<file path="src/rtl/bmp_pixel_packer_if.sv">
// bmp_pixel_packer_if: SD byte stream into the packer and its frame-buffer write port out
interface bmp_pixel_packer_if;
    logic        sd_data_valid;
    logic [7:0]  sd_data;
    logic        write_req;
    logic        write_req_ack;
    logic        write_en;
    logic [31:0] write_data;
    modport master (
        input  sd_data_valid, sd_data, write_req_ack,
        output write_req, write_en, write_data
    );
    modport slave (
        output sd_data_valid, sd_data, write_req_ack,
        input  write_req, write_en, write_data
    );
endinterface

</file>
<file path="src/rtl/bmp_pixel_packer.sv">
// bmp_pixel_packer: skips the BMP header and packs file bytes little-endian into 32-bit frame-buffer words
module bmp_pixel_packer #(
    parameter int HDR_BYTES   = 54,
    parameter int FRAME_WORDS = 307200
) (
    input  logic               clk,
    input  logic               rst_n,
    input  logic               start,
    bmp_pixel_packer_if.master bus,
    output logic               busy,
    output logic               frame_done,
    output logic               drop_err
);
    typedef enum logic [1:0] {IDLE, REQ, PACK, DONE} state_t;
    state_t      state_q, state_d;
    logic [7:0]  hdr_cnt_q, hdr_cnt_d;
    logic [23:0] word_cnt_q, word_cnt_d;
    logic [1:0]  byte_idx_q, byte_idx_d;
    logic [23:0] lanes_q, lanes_d;
    logic [31:0] write_data_q, write_data_d;
    logic        write_req_q, write_req_d;
    logic        write_en_q, write_en_d;
    logic        busy_q, busy_d;
    logic        frame_done_q, frame_done_d;
    logic        drop_err_q, drop_err_d;
    logic        active, hdr_done, pix;
    always_comb begin
        active       = state_q == REQ || state_q == PACK;
        hdr_done     = hdr_cnt_q == 8'(HDR_BYTES);
        pix          = active && bus.sd_data_valid && hdr_done;
        state_d      = state_q;
        hdr_cnt_d    = (active && bus.sd_data_valid && !hdr_done) ? hdr_cnt_q + 8'd1 : hdr_cnt_q;
        word_cnt_d   = word_cnt_q;
        byte_idx_d   = byte_idx_q;
        lanes_d      = lanes_q;
        write_data_d = write_data_q;
        write_req_d  = write_req_q;
        write_en_d   = 1'b0;
        drop_err_d   = drop_err_q;
        case (state_q)
            IDLE: if (start) begin
                state_d     = REQ;
                write_req_d = 1'b1;
                hdr_cnt_d   = '0;
                word_cnt_d  = '0;
                byte_idx_d  = '0;
                drop_err_d  = 1'b0;
            end
            REQ: begin
                // pixel bytes before the acknowledge have nowhere to go
                drop_err_d  = drop_err_q | pix;
                write_req_d = !bus.write_req_ack;
                state_d     = bus.write_req_ack ? PACK : REQ;
            end
            PACK: if (pix) begin
                lanes_d    = {bus.sd_data, lanes_q[23:8]};
                byte_idx_d = byte_idx_q + 2'd1;
                if (byte_idx_q == 2'd3) begin
                    write_en_d   = 1'b1;
                    write_data_d = {bus.sd_data, lanes_q};
                    word_cnt_d   = word_cnt_q + 24'd1;
                    state_d      = (word_cnt_d == 24'(FRAME_WORDS)) ? DONE : PACK;
                end
            end
            default: state_d = IDLE;
        endcase
        busy_d       = state_d != IDLE;
        frame_done_d = state_q == DONE;
    end
    always_ff @(posedge clk or negedge rst_n) begin
        if (!rst_n) begin
            state_q      <= IDLE;
            hdr_cnt_q    <= '0;
            word_cnt_q   <= '0;
            byte_idx_q   <= '0;
            lanes_q      <= '0;
            write_data_q <= '0;
            write_req_q  <= 1'b0;
            write_en_q   <= 1'b0;
            busy_q       <= 1'b0;
            frame_done_q <= 1'b0;
            drop_err_q   <= 1'b0;
        end else begin
            state_q      <= state_d;
            hdr_cnt_q    <= hdr_cnt_d;
            word_cnt_q   <= word_cnt_d;
            byte_idx_q   <= byte_idx_d;
            lanes_q      <= lanes_d;
            write_data_q <= write_data_d;
            write_req_q  <= write_req_d;
            write_en_q   <= write_en_d;
            busy_q       <= busy_d;
            frame_done_q <= frame_done_d;
            drop_err_q   <= drop_err_d;
        end
    end
    assign bus.write_req  = write_req_q;
    assign bus.write_en   = write_en_q;
    assign bus.write_data = write_data_q;
    assign busy           = busy_q;
    assign frame_done     = frame_done_q;
    assign drop_err       = drop_err_q;
endmodule

</file>
<file path="src/flat_wrapper.sv">
// flat-port wrapper written by rule: the top's interface ports become plain ports
module bmp_pixel_packer_flat 
#(
    parameter int HDR_BYTES   = 54,
    parameter int FRAME_WORDS = 307200
)
  (clk, rst_n, start, busy, frame_done, drop_err, bus_sd_data_valid, bus_sd_data, bus_write_req_ack, bus_write_req, bus_write_en, bus_write_data);
  bmp_pixel_packer_if bus_i ();
  input  logic clk;
  input  logic rst_n;
  input  logic start;
  output logic busy;
  output logic frame_done;
  output logic drop_err;
  input wire logic [$bits(bus_i.sd_data_valid)-1:0] bus_sd_data_valid;
  input wire logic [$bits(bus_i.sd_data)-1:0] bus_sd_data;
  input wire logic [$bits(bus_i.write_req_ack)-1:0] bus_write_req_ack;
  output wire logic [$bits(bus_i.write_req)-1:0] bus_write_req;
  output wire logic [$bits(bus_i.write_en)-1:0] bus_write_en;
  output wire logic [$bits(bus_i.write_data)-1:0] bus_write_data;
  assign bus_i.sd_data_valid = bus_sd_data_valid;
  assign bus_i.sd_data = bus_sd_data;
  assign bus_i.write_req_ack = bus_write_req_ack;
  assign bus_write_req = bus_i.write_req;
  assign bus_write_en = bus_i.write_en;
  assign bus_write_data = bus_i.write_data;
  bmp_pixel_packer #(.HDR_BYTES(HDR_BYTES), .FRAME_WORDS(FRAME_WORDS)) u_core (.clk(clk), .rst_n(rst_n), .start(start), .bus(bus_i), .busy(busy), .frame_done(frame_done), .drop_err(drop_err));
endmodule
</file>
<file path="config.mk">
export PLATFORM = sky130hd
export DESIGN_NAME = bmp_pixel_packer_flat
export DESIGN_NICKNAME = d
export VERILOG_FILES = /design/src/rtl/bmp_pixel_packer_if.sv /design/src/rtl/bmp_pixel_packer.sv /design/src/flat_wrapper.sv
export SDC_FILE = /design/constraint.sdc
export NUM_CORES = 1
export LEC_CHECK = 0
export CAP_MARGIN = 25
export CORE_MARGIN = 2
export CORE_UTILIZATION = 45
export CTS_BUF_LIST = sky130_fd_sc_hd__clkbuf_2
export DETAILED_ROUTE_END_ITERATION = 8
export HOLD_SLACK_MARGIN = 0.02
export PLACE_DENSITY = 0.74
export SYNTH_ARGS = -nofsm -noshare
export SYNTH_HDL_FRONTEND = slang
export SYNTH_SLANG_ARGS = --single-unit
</file>
<file path="constraint.sdc">
create_clock -name clk -period 4.19 [get_ports clk]
set_input_delay 0.6285 -clock clk [delete_from_list [all_inputs] [get_ports clk]]
set_output_delay 0.6285 -clock clk [all_outputs]
set_load 0.005 [all_outputs]
</file>
Word level (Yosys, flattened, before mapping)
Index checks and enable logic that the tools add are counted.
{"block": "word_totals", "output_inout_bits": 37, "ff_bits": 97, "elab_cells": 62, "inputBits": 13}
{"block": "classes", "n_addsub": 3, "mux": 23, "n_reduce_logical": 15, "n_eq_ne": 9, "bitwise_logic": 1}
{"op": "$mux 24", "count": 3}
{"op": "$pmux 24 s2", "count": 1}
{"op": "$add 24x1->24 const B", "count": 1}
{"op": "$eq 24x19->1 const B", "count": 1}
{"op": "$mux 8", "count": 3}
{"op": "$mux 2", "count": 6}
{"op": "$add 8x1->8 const B", "count": 1}
{"op": "$eq 8x6->1 const B", "count": 1}
{"op": "$eq 2x2->1 const B", "count": 3}
{"op": "$mux 1", "count": 6}
{"op": "$pmux 2 s3", "count": 1}
{"op": "$reduce_and 3->1", "count": 2}
{"op": "$reduce_bool 2->1", "count": 3}
{"op": "$ne 2x2->1 const B", "count": 2}
{"op": "$pmux 1 s2", "count": 2}
{"op": "$pmux 2 s2", "count": 1}
{"op": "$reduce_and 2->1", "count": 2}
{"op": "$reduce_and 4->1", "count": 1}
{"op": "$logic_and 1x1->1", "count": 3}
{"op": "$add 2x1->2 const B", "count": 1}
{"op": "$eq 2x1->1 const B", "count": 1}
{"op": "$logic_not 1->1", "count": 2}
{"op": "$logic_not 2->1", "count": 1}
{"op": "$ne 2x1->1 const B", "count": 1}
{"op": "2 further kinds", "count": 2}

Logic depth before layout (Yosys ltp)
{"block": "logic_depth", "word_depth": 7, "mapped_depth": 10, "depth_no_buf": 9}

Worst setup path after synthesis
No wires, ideal clock.
{"block": "synth_path", "path_type": "register to register", "from": "reg u_core.state_q[0]", "to": "reg u_core.word_cnt_q[16]", "period_less_slack_ns": 2.134, "required_time_ns": 4.069, "path_stages_with_launch": 10, "setup_time_ns": 0.121, "path_slack_ns": 2.056, "arrival_ns": 2.013, "cell_sequence": "dfrtp_1 -> inv_1 -> ha_1 -> and3_1 -> nand4_4 -> or2_1 -> inv_2 -> nand2_1 -> mux2_1 -> a22o_1"}
{"block": "synth_via", "elab_chain_cells": 6, "word_cells_on_any_way": 12, "cone_classes": "eq/ne: 5; mux: 1; reduce/logical: 6"}
{"element": "start, declared", "line_no": "bmp_pixel_packer.sv:15", "source": "state_t state_q, state_d;"}
{"element": "start signal, assigned", "line_no": "bmp_pixel_packer.sv:84", "source": "state_q <= state_d;"}
{"element": "$eq 2x1->1 or $eq 2x2->1 (tied branches)", "line_no": "bmp_pixel_packer.sv:28, bmp_pixel_packer.sv:40"}
{"element": "$logic_or 1x1->1", "line_no": "bmp_pixel_packer.sv:28", "source": "active = state_q == REQ || state_q == PACK;"}
{"element": "$logic_and 1x1->1 (2 in a row)", "line_no": "bmp_pixel_packer.sv:30", "source": "pix = active && bus.sd_data_valid && hdr_done;"}
{"element": "$ne 2x1->1 (no line)"}
{"element": "$reduce_and 4->1 (no line)"}
{"element": "end signal, assigned", "line_no": "bmp_pixel_packer.sv:86", "source": "word_cnt_q <= word_cnt_d;"}
{"element": "end, declared", "line_no": "bmp_pixel_packer.sv:17", "source": "logic [23:0] word_cnt_q, word_cnt_d;"}
Several ways; a longest one is shown, not always the timed one.
A chain may end at the register's enable or synchronous reset.

Worst setup path after layout
{"block": "layout_path", "from": "reg u_core.hdr_cnt_q[0]", "to": "reg u_core.word_cnt_q[19]"}
{"block": "layout_via", "elab_chain_cells": 4}
{"element": "start, declared", "line_no": "bmp_pixel_packer.sv:16", "source": "logic [7:0] hdr_cnt_q, hdr_cnt_d;"}
{"element": "start signal, assigned", "line_no": "bmp_pixel_packer.sv:85", "source": "hdr_cnt_q <= hdr_cnt_d;"}
{"element": "$eq 8x6->1", "line_no": "bmp_pixel_packer.sv:29", "source": "hdr_done = hdr_cnt_q == 8'(HDR_BYTES);"}
{"element": "$logic_and 1x1->1", "line_no": "bmp_pixel_packer.sv:30"}
{"element": "$ne 2x1->1 (no line)"}
{"element": "$reduce_and 4->1 (no line)"}
Every way passes these cells.

==> impl_metrics.csv <==
group,metric,value,unit
status,outcome,"complete, no violations",
yosys,flops_latches_synth,97,
yosys,synthXorXnorAreaFrac,2.71,%
detailed_routing,drc,0,
grt,grt_first_pass_wirelength,18800,µm
timing,clock.fmax,325,MHz
detailed_routing,violation_count_after_the_first_detailed_routing_iteration,194,
grt,grtUsageTotal,20.3,%
critical_path,criticalPathCategory,"register to register",
timing,tightest_slew,0.778,ns
critical_path,cp_data_arrival_time,3.57,ns
detailed_routing,routed_wire_length_per_instance,16.0,µm
clock_tree,ctsHtreeMaxLevel,3,
critical_path,reg2reg_from,"u_core.hdr_cnt_q[0]",
yosys,dominantRegCellSynth,"sky130_fd_sc_hd__dfrtp_1",
detailed_routing,route.vias.total,3744,
detailed_routing,finalWirelength,10800,µm
yosys,synthMostInstantiatedCell,"sky130_fd_sc_hd__nand2_1",
place,detailed_place_hpwl,7240,µm
hold_path,min-delay-path-class,"input pin to async pin",
power_and_ir_drop,cell_pwr_density,351,nW/µm²
timing,finalMaxSlewViolations,0,
place,finalWeightedCongestion,0.846,
place,post_place_cells,656,
timing,timing.final.hold_violations,0,
yosys,post_synth_fa_ha_maj_area_fraction,2.58,%
finish,post_route_cells_drive_above_1_share,11.2,%
critical_path,start_kind,"register",
yosys,area_fraction_of_the_dominant_cell_type_after_synthesis,50.1,%
power_and_ir_drop,power.ir.vdd_worst,0.192,mV
timing,layout_min_cycle_time,3.08,ns
power_and_ir_drop,standby_leakage_power,0.00268,µW
place,io_buffers,49,
floorplanning,pin_count,50,
floorplanning,floorplan.die_area,11600,µm²
timing,unrepaired_setup_endpoints_after_global_routing,"false",
detailed_routing,drtAntennaViolNets,0,
critical_path,path_cells,"inv_1, ha_1, nor4b_4, nand4_4, or2_1, inv_2, buf_4, nand4_1, mux2i_1, o21ai_1",
yosys,post_synth_edffs,0,
critical_path,crit_path_buf_inv_count,3,
yosys,async_flop_share,100,%
grt,antenna_found_initial,0,
detailed_routing,first_pass_iters,6,
yosys,synth_largest_area_cell,"sky130_fd_sc_hd__dfrtp_1",
critical_path,critPathCaptureType,"register",
grt,grt_pass1_vias,3774,
yosys,avgSynthCellArea,9.68,µm²
clock_tree,clock_insertion_delay_worst_skew,0.58,ns
critical_path,regToRegEndpoint,"u_core.word_cnt_q[19]",
run,max_cap_violations,0,
timing,slew_headroom,48.0,%
yosys,share_of_cell_area_taken_by_muxes_after_synthesis,7.06,%
yosys,yosys-top-cells-count,"129 x sky130_fd_sc_hd__nand2_1, 97 x sky130_fd_sc_hd__dfrtp_1, 27 x sky130_fd_sc_hd__nor2_1",
yosys,unique_masters_post_synth,60,
grt,total_overflow_reported_by_the_global_router,0,
yosys,synth_top_cells_by_area,"sky130_fd_sc_hd__dfrtp_1 50%, sky130_fd_sc_hd__nand2_1 10%, sky130_fd_sc_hd__mux2_2 5.6%",
grt,largest_net_degree_at_the_start_of_global_routing,75,
detailed_routing,route.detailed.vias_per_inst,5.55,
timing,fin_crit_sh,73.5,%
yosys,main_combinational_cell_family_by_area_after_synthesis,"simple AND/OR/NAND/NOR gates",
finish,finish.utilization,53.5,%
clock_tree,clkTransAtPathRegs,0.29,ns
critical_path,cp_slowest_cell,"sky130_fd_sc_hd__dfrtp_1",
finish,instances_no_fill,674,
finish,area_delta_synth_final,14.6,%
yosys,number_of_nets_in_the_synthesized_netlist,523,
clock_tree,cts_tree,"built",
floorplanning,num_rows,37,
clock_tree,cts_root_buffer,"sky130_fd_sc_hd__clkbuf_2",
timing,setup_viols_final,0,
timing,fin_setup_tns,0,ns
yosys,synth_instances,500,
critical_path,critPathMaxFanout,25,
power_and_ir_drop,pwr_total,1950,µW
yosys,synth_simple_gate_area_share,22.7,%
timing,final.setup_skew,0.0360,ns
floorplanning,initial_utilization,46.7,%
critical_path,cp_data_required_time,4.68,ns
critical_path,timing.critical_path.max_delay_family,"simple AND/OR/NAND/NOR gates",
clock_tree,cts-root-to-sink-buffers,2,
critical_path,rrSetupSlack,1.11,ns
finish,finalNetCount,556,
finish,n_antenna_cell,0,
critical_path,r2r_cells,10,
yosys,netlist_area,4840,µm²
clock_tree,tritoncts_sinks,97,
clock_tree,tritoncts.num_buffers,9,
yosys,synth.yosys.warnings,0,
floorplanning,dieWidth,108,µm
floorplanning,core,10400,µm²
yosys,area_fraction_in_compound_gates_after_synthesis,11.0,%
critical_path,cp_slowest_stage_delay,0.50,ns
finish,n_fill_cell,944,
yosys,synth_sequential_area_ratio,50.1,%
floorplanning,floorplan.die.height,108,µm
power breakdown:
part,leakage (µW),switching (µW),internal [µW]
Sequential,0.00134,29.6,971
Clock,0.0000826,357,156
Combinational,0.00125,281,155
Total,0.00268,668,1280
routing by layer:
layer	global-route usage [%]	vias to the layer above	share of wire, %
met2	30.9	107	47
met4	8.42	0	1.7
met5	0	-	0
li1	-	1798	-
met3	4.18	14	5.6
met1	28.2	1825	45
timing repair:
item	in CTS	in global routing
hold endpoints to repair	0	35
gates resized for setup	0	0
hold buffers	0	1
setup buffers	0	0
cell type report:
| cell class | count | area [µm²] | area share [%] |
|---|---|---|---|
| flip-flops and latches | 97 | 2430 | 43.7 |
| multi-input cells | 362 | 2230 | 40.2 |
| repair buffers | 55 | 548 | 9.88 |
| well taps | 136 | 170 | 3.07 |
| clock inverters | 7 | 97.6 | 1.76 |
| clock buffers | 9 | 45.0 | 0.812 |
| inverters | 8 | 30.0 | 0.541 |
cell usage in the layout (no fill, tap or decap), types with 2 or more instances in the layout:
cell and count:
sky130_fd_sc_hd__a21oi_1 8, sky130_fd_sc_hd__nor3_1 6, sky130_fd_sc_hd__nand3_1 12, sky130_fd_sc_hd__mux2_2 24, sky130_fd_sc_hd__or2_1 2, sky130_fd_sc_hd__nor2_1 27
sky130_fd_sc_hd__nor2b_1 2, sky130_fd_sc_hd__a2bb2oi_1 2, sky130_fd_sc_hd__nand2_1 129, sky130_fd_sc_hd__mux2i_1 6, sky130_fd_sc_hd__ha_1 10, sky130_fd_sc_hd__o21ai_1 11
sky130_fd_sc_hd__o21ai_0 20, sky130_fd_sc_hd__and2_1 5, sky130_fd_sc_hd__and4_1 3, sky130_fd_sc_hd__or2_2 3, sky130_fd_sc_hd__clkdlybuf4s50_1 48, sky130_fd_sc_hd__xor2_1 10
sky130_fd_sc_hd__a22oi_1 2, sky130_fd_sc_hd__buf_4 5, sky130_fd_sc_hd__a22o_1 6, sky130_fd_sc_hd__nand4_4 2, sky130_fd_sc_hd__clkbuf_2 9, sky130_fd_sc_hd__and3_1 4
sky130_fd_sc_hd__clkinv_4 2, sky130_fd_sc_hd__xnor2_1 5, sky130_fd_sc_hd__clkinv_8 2, sky130_fd_sc_hd__inv_6 2, sky130_fd_sc_hd__inv_1 7, sky130_fd_sc_hd__nor4_1 4
sky130_fd_sc_hd__nand4_1 12, sky130_fd_sc_hd__dfrtp_1 97, sky130_fd_sc_hd__a31oi_1 5, sky130_fd_sc_hd__nand2b_1 3, sky130_fd_sc_hd__nor4_4 2, sky130_fd_sc_hd__o31ai_1 12
sky130_fd_sc_hd__a21o_1 2
worst max-delay path by stage:
| stage | cells past startpoint | slack [ns] | start | to |
|---|---|---|---|---|
| after global routing | 10 | 0.83 | u_core.state_q[0] | u_core.word_cnt_q[19] |
| after global placement | 9 | 0.91 | bus_sd_data_valid | u_core.word_cnt_q[19] |
| after CTS | 10 | 1.10 | u_core.state_q[0] | u_core.word_cnt_q[19] |
| final | 10 | 1.11 | u_core.hdr_cnt_q[0] | u_core.word_cnt_q[19] |
| after detailed placement | 9 | 0.86 | bus_sd_data_valid | u_core.word_cnt_q[19] |
| after floorplan | 9 | 2.06 | u_core.state_q[0] | u_core.word_cnt_q[16] |
state kept, by name, summed over array words and instances (netlist names), 2 cells and up:
name                   cells
u_core.hdr_cnt_q           8
u_core.lanes_q            24
u_core.bus.write_data     32
u_core.state_q             2
u_core.byte_idx_q          2
u_core.word_cnt_q         24
per-stage QoR:
step                      setup WS (ns)  hold WS (ns)  area (µm²)
after floorplan                    2.06         0.333        4840
after global placement            0.907         0.459        5380
after detailed placement          0.858         0.460        5380
after CTS                          1.10         0.144        5520
after global routing              0.828         0.484        5550
final                              1.11         0.486        5550
cells by family (layout without fill, tap and decap cells):
group | after synthesis | in the layout
buf+inv | 41 | 79
xor+xnor | 15 | 15
flops | 97 | 97
mux | 31 | 31
compound gates | 81 | 81
fa+ha+maj | 10 | 10
simple gates | 225 | 225
Note: power is estimated with default switching activity, not from simulation.
